<file path="src/rtl/cnn_fifo_pkg.sv">
// Shared defaults and helpers for the CNN datapath FIFOs.
package cnn_fifo_pkg;
   localparam int CNN_FIFO_DATA_W = 8;
   localparam int CNN_FIFO_DEPTH  = 256;

   function automatic int cnn_clog2(input int v);
      int r;
      r = 0;
      for (int i = 0; i < 31; i++)
         if ((1 << i) < v) r = i + 1;
      return r;
   endfunction
endpackage

</file>
<file path="src/rtl/fifo_dp_mem.sv">
// DEPTH x DATA_W simple dual-port RAM: synchronous write, read port sync or async by SYNC_RD.
module fifo_dp_mem
   import cnn_fifo_pkg::*;
#(
   parameter int DATA_W  = CNN_FIFO_DATA_W,
   parameter int DEPTH   = CNN_FIFO_DEPTH,
   parameter int ADDR_W  = cnn_clog2(DEPTH),
   parameter bit SYNC_RD = 1'b1
) (
   input  logic              w_clk,
   input  logic              reset,
   input  logic              we,
   input  logic [ADDR_W-1:0] waddr,
   input  logic [DATA_W-1:0] wdata,
   input  logic              re,
   input  logic [ADDR_W-1:0] raddr,
   output logic [DATA_W-1:0] rdata
);
   logic [DATA_W-1:0] mem_q [DEPTH];

   always_ff @(posedge w_clk)
      if (we) mem_q[waddr] <= wdata;

   generate
      if (SYNC_RD) begin : g_sync
         // Output register is reset so the read word is defined from the start.
         logic [DATA_W-1:0] rdata_q;
         always_ff @(posedge w_clk)
            if (reset)   rdata_q <= '0;
            else if (re) rdata_q <= mem_q[raddr];
         assign rdata = rdata_q;
      end else begin : g_async
         logic unused_rd;
         assign unused_rd = reset ^ re;
         assign rdata     = mem_q[raddr];
      end
   endgenerate
endmodule

</file>
<file path="src/rtl/cnn_sync_fifo.sv">
// Parametrised single-clock FIFO with count, threshold flags and sticky error flags.
// Define CNN_FIFO_FWFT_EN for first-word-fall-through reads; default is registered read.
module cnn_sync_fifo
   import cnn_fifo_pkg::*;
#(
   parameter  int DATA_W    = CNN_FIFO_DATA_W,
   parameter  int DEPTH     = CNN_FIFO_DEPTH,
   parameter  int AF_THRESH = DEPTH - 2,
   parameter  int AE_THRESH = 2,
   localparam int ADDR_W    = cnn_clog2(DEPTH)
) (
   input  logic              w_clk,
   input  logic              reset,
   input  logic              clear,
   input  logic              wr_en,
   input  logic [DATA_W-1:0] wr_data,
   input  logic              rd_en,
   output logic [DATA_W-1:0] rd_data,
   output logic              rd_valid,
   output logic              full,
   output logic              empty,
   output logic              almost_full,
   output logic              almost_empty,
   output logic [ADDR_W:0]   count,
   output logic              overflow,
   output logic              underflow
);
   localparam logic [ADDR_W:0] DEPTH_C = (ADDR_W+1)'(DEPTH);
   localparam logic [ADDR_W:0] AF_C    = (ADDR_W+1)'(AF_THRESH);
   localparam logic [ADDR_W:0] AE_C    = (ADDR_W+1)'(AE_THRESH);

   logic [ADDR_W-1:0] wptr_q, wptr_d, rptr_q, rptr_d;
   logic [ADDR_W:0]   count_q, count_d;
   logic              ovf_q, ovf_d, unf_q, unf_d;
   logic              wr_acc, rd_acc;
   logic [DATA_W-1:0] mem_rdata;

   // Flags decode straight from the registered count; no pointer compare.
   assign full         = (count_q == DEPTH_C);
   assign empty        = (count_q == '0);
   assign almost_full  = (count_q >= AF_C);
   assign almost_empty = (count_q <= AE_C);
   assign count        = count_q;
   assign overflow     = ovf_q;
   assign underflow    = unf_q;
   assign wr_acc       = wr_en & ~full;
   assign rd_acc       = rd_en & ~empty;

   always_comb begin
      wptr_d  = wptr_q;
      rptr_d  = rptr_q;
      count_d = count_q;
      ovf_d   = ovf_q | (wr_en & full);
      unf_d   = unf_q | (rd_en & empty);
      if (wr_acc) wptr_d = wptr_q + 1'b1;
      if (rd_acc) rptr_d = rptr_q + 1'b1;
      if (wr_acc && !rd_acc)      count_d = count_q + 1'b1;
      else if (rd_acc && !wr_acc) count_d = count_q - 1'b1;
      if (clear) begin
         wptr_d  = '0;
         rptr_d  = '0;
         count_d = '0;
         ovf_d   = 1'b0;
         unf_d   = 1'b0;
      end
   end

   always_ff @(posedge w_clk) begin
      if (reset) begin
         wptr_q  <= '0;
         rptr_q  <= '0;
         count_q <= '0;
         ovf_q   <= 1'b0;
         unf_q   <= 1'b0;
      end else begin
         wptr_q  <= wptr_d;
         rptr_q  <= rptr_d;
         count_q <= count_d;
         ovf_q   <= ovf_d;
         unf_q   <= unf_d;
      end
   end

`ifdef CNN_FIFO_FWFT_EN
   localparam bit SYNC_RD = 1'b0;
   // Head word is presented combinationally; masked to zero while empty.
   assign rd_data  = empty ? '0 : mem_rdata;
   assign rd_valid = ~empty;
`else
   localparam bit SYNC_RD = 1'b1;
   logic rvalid_q, rvalid_d;

   always_comb begin
      rvalid_d = rd_acc & ~clear;
   end

   always_ff @(posedge w_clk) begin
      if (reset) rvalid_q <= 1'b0;
      else       rvalid_q <= rvalid_d;
   end

   assign rd_data  = mem_rdata;
   assign rd_valid = rvalid_q;
`endif

   // clear suppresses the memory ports so a flushed read leaves rd_data untouched.
   fifo_dp_mem #(
      .DATA_W  (DATA_W),
      .DEPTH   (DEPTH),
      .ADDR_W  (ADDR_W),
      .SYNC_RD (SYNC_RD)
   ) u_mem (
      .w_clk (w_clk),
      .reset (reset),
      .we    (wr_acc & ~clear),
      .waddr (wptr_q),
      .wdata (wr_data),
      .re    (rd_acc & ~clear),
      .raddr (rptr_q),
      .rdata (mem_rdata)
   );
endmodule

</file>
<file path="config.mk">
export PLATFORM = sky130hd
export DESIGN_NAME = cnn_sync_fifo
export DESIGN_NICKNAME = d
export VERILOG_FILES = /design/src/rtl/cnn_fifo_pkg.sv /design/src/rtl/fifo_dp_mem.sv /design/src/rtl/cnn_sync_fifo.sv
export SDC_FILE = /design/constraint.sdc
export NUM_CORES = 2
export LEC_CHECK = 0
export ABC_AREA = 1
export CORE_MARGIN = 2
export CORE_UTILIZATION = 50
export DETAILED_ROUTE_END_ITERATION = 10
export GPL_ROUTABILITY_DRIVEN = 1
export PLACE_DENSITY_LB_ADDON = 0.2
export SETUP_SLACK_MARGIN = 0.15
export SLEW_MARGIN = 20
export SYNTH_ARGS = -nofsm -noshare
export SYNTH_HDL_FRONTEND = slang
export SYNTH_HIERARCHICAL = 1
export SYNTH_SLANG_ARGS = --single-unit
</file>
<file path="constraint.sdc">
create_clock -name w_clk -period 3.9 [get_ports w_clk]
set_clock_uncertainty 0.15 [all_clocks]
set_input_delay 0.39 -clock w_clk [delete_from_list [all_inputs] [get_ports w_clk]]
set_output_delay 0.39 -clock w_clk [all_outputs]
set_load 0.02 [all_outputs]
</file>
==> impl_metrics.json <==
{
  "status": "completed",
  "cp_slowest_cell": "buf_4",
  "route.vias.total": 56302,
  "hold_start": "rd_en",
  "min_path_type": "in -> reg",
  "grt_pass1_vias": 53433,
  "drc": 0,
  "critical_path.cell_chain": "inv_16 -> buf_4 -> nand2_1 -> nand3_1 -> nand3_1 -> nand3_1 -> nand3_1 -> nand3_1 -> nand3_1 -> nand2_1 -> nand2_1 -> nand3_1 -> nand2_1 -> inv_1",
  "finalSetupTns_ps": 0,
  "maxUsedRoutingLayer": "met5",
  "drv_cap": 0,
  "drive_above_1_share_pct": 7.34,
  "required_ps": 4530,
  "max_freq_mhz": 294,
  "synthCells": 7304,
  "setup_viol": 0,
  "cp_slowest_stage_delay_ps": 570,
  "r2r_start": "rptr_q[0]$_SDFFE_PP0P_",
  "route.met2.wl_um": 104000,
  "holdPathStages": 3,
  "via_per_inst": 5.82,
  "r2r_end": "u_mem/rdata[4]$_SDFFE_PP0P_",
  "gr-usage-all-layers_pct": 26.0,
  "ys_top_cells_by_count": "nand2_1 (2189), edfxtp_1 (2048), nand3_1 (2046)",
  "fin_area_um2": 95300,
  "wl_per_cell_um": 23.5,
  "synth-seq-cells": 2084,
  "wl_met3_um": 21100,
  "dr.pass1.iters": 6,
  "grt_antenna_before_repair": 6,
  "ys_types": 32,
  "rrSetupSlack_ps": 490,
  "power.density_nw_per_um2": 532,
  "finalCriticalPeriod_ps": 3410,
  "relSlewSlack_pct": 33.4,
  "die_x_um": 417,
  "final_max_slew_viol_count": 0,
  "numCtsBuffers": 203,
  "syn_avg_cell_area_um2": 11.7,
  "critPathLaunchType": "flip-flop",
  "worst_slack_ps": 495,
  "clock_latency_ps": 840,
  "critPathKind": "reg -> reg",
  "hold_viol": 0,
  "netlist_area_um2": 85400,
  "synth-edff-count": 2048,
  "wl_um": 228000,
  "layout.nets": 7311,
  "gp_congestion": 0.887,
  "io_buffers": 36,
  "fin_crit_sh_pct": 87.3,
  "die_y_um": 417,
  "netlist.area_leader.share_pct": 72.0,
  "yosys.area.top_type": "edfxtp_1",
  "synth_fp_nets": 7329,
  "dp_hpwl_um": 131000,
  "grt_max_degree": 152,
  "cts_tree": "built",
  "worstHoldEndpoint": "rptr_q[4]$_SDFFE_PP0P_",
  "clock_path_buffers": 3,
  "leakagePower_nw": 33.1,
  "crit_path_start": "rptr_q[0]$_SDFFE_PP0P_",
  "ys_warn_count": 6,
  "syn2layout_area_growth_pct": 11.6,
  "core_um2": 169000,
  "rsz0062_at_grt": "false",
  "placed_area_um2": 88500,
  "io_pins": 37,
  "reg2reg_depth": 14,
  "async_flop_share_pct": 0,
  "cp_max_fo": 96,
  "cts-root-buf": "clkbuf_16",
  "clkSlewWorstSetupHoldPaths_ps": 70,
  "synth-main-ff-cell": "edfxtp_1",
  "grt_pass1_wl_um": 339000,
  "yosysSeqAreaShare_pct": 72.9,
  "grt-ovfl-total": 0,
  "tightest_slew_ps": 999,
  "critical_path.top_delay_family": "simple AND/OR/NAND/NOR gates",
  "cp_common_cell": "nand3_1",
  "endpoint_kind": "flip-flop",
  "vdd_drop_max_mv": 0.482,
  "critical_path_arrival_ps": 4040,
  "cts_resized": 0,
  "start_util_pct": 50.4,
  "synth.area.top_cells": "edfxtp_1 (72%), nand3_1 (12%), nand2_1 (9.6%)",
  "row_count": 151,
  "wl_met1_um": 94100,
  "yosysMostFrequentCell": "nand2_1",
  "cts_sinks": 2084,
  "crit_buf_inv": 3,
  "h-tree-depth": 4,
  "post-place-ws_ps": 286,
  "antenna_left": 0,
  "die_area_um2": 174000,
  "drt-initial-drc-count": 6619
}
worst max-delay path by stage:
stage,cells past startpoint,to
detailed placement,7,u_mem/mem_q[204][1]$_DFFE_PP_
global placement,7,u_mem/mem_q[204][0]$_DFFE_PP_
CTS,14,u_mem/rdata[4]$_SDFFE_PP0P_
global route,14,u_mem/rdata[3]$_SDFFE_PP0P_
floorplan,8,u_mem/mem_q[162][0]$_DFFE_PP_
finish,14,u_mem/rdata[4]$_SDFFE_PP0P_
kinds of logic after synthesis:
| logic type | count (synthesis) | synth area share [%] |
|---|---|---|
| adders and majority gates | 12 | 0.185 |
| AOI/OAI and AO/OA | 39 | 0.279 |
| xor gates and xnor gates | 12 | 0.123 |
| DFF | 2084 | 72.9 |
| buffers and inverters | 579 | 3.29 |
| and+or+nand+nor | 4578 | 23.2 |
cells in the final DEF, fill, tap and decap left out, types with 3 or more instances in the layout:
cell             instances
a21oi_1                 21
a21oi_2                  3
buf_8                    8
buf_4                  166
clkbuf_16              207
edfxtp_1              2048
dlygate4sd3_1            8
nor2_4                   3
xor2_1                   6
nor2_1                 328
inv_1                   82
o21ai_0                 12
nand3_1               2046
inv_16                   5
dfxtp_4                  5
ha_1                    11
dfxtp_1                 30
clkdlybuf4s50_1         28
nand4_1                  3
clkinv_1                41
clkbuf_1                46
nand3b_1                 3
bufinv_16               24
nand2_1               2189
clkinv_2                36
xnor2_1                  6
buf_12                  57
diode_2                  5
clkinvlp_4               8
clkinv_4                 3
inv_6                    5
worst register-to-register path: stages, from the launching register on:
cell and delay, ps:
dfxtp_4 490, inv_16 430, buf_4 630, nand2_1 140, nand3_1 110, nand3_1 120, nand3_1 170, nand3_1 150
nand3_1 170, nand3_1 230, nand2_1 250, nand2_1 130, nand3_1 100, nand2_1 50, inv_1 50
registers in the layout, indices dropped and copies added (netlist names):
signal       flops
u_mem/mem_q   2048
underflow        1
u_mem/rdata      8
rptr_q           8
wptr_q           8
count            9
rd_valid         1
overflow         1
report_power, final:
part | internal, mW | switching (mW)
sequential | 24.6 | 0.130
combinational | 1.83 | 4.40
clock | 11.3 | 8.33
metal layers:
layer  global-route usage [%]  vias up
li1                         -    25797
met1                     37.1    27396
met2                     39.9     2666
met3                     4.61      435
met4                     9.99        8
met5                        0        -
through the flow:
step,cells,hold slack [ps],total power [mW],util (%)
5_1_grt,9675,138,52.4,56.2
3_3_place_gp,9291,302,31.4,52.2
4_1_cts,9675,48.0,50.9,56.2
3_5_place_dp,9291,314,31.4,52.2
2_1_floorplan,7304,325,29.3,-
6_report,9680,105,50.7,56.2
timing repair:
| item | in CTS | in global routing |
|---|---|---|
| hold endpoints to repair | 293 | 0 |
| hold buffers | 8 | 0 |
| buffers inserted | 0 | 0 |
cell type report:
cell class,count,area [um^2]
fill,13740,74200
sequential,2084,62200
multi-input combinational,4641,20300
clock buffer,253,5350
timing repair buffer,267,2870
tap,2218,2780
clock inverter,123,1320
inverter,89,368
antenna,5,12.5
(Power assumes the default switching activity.)
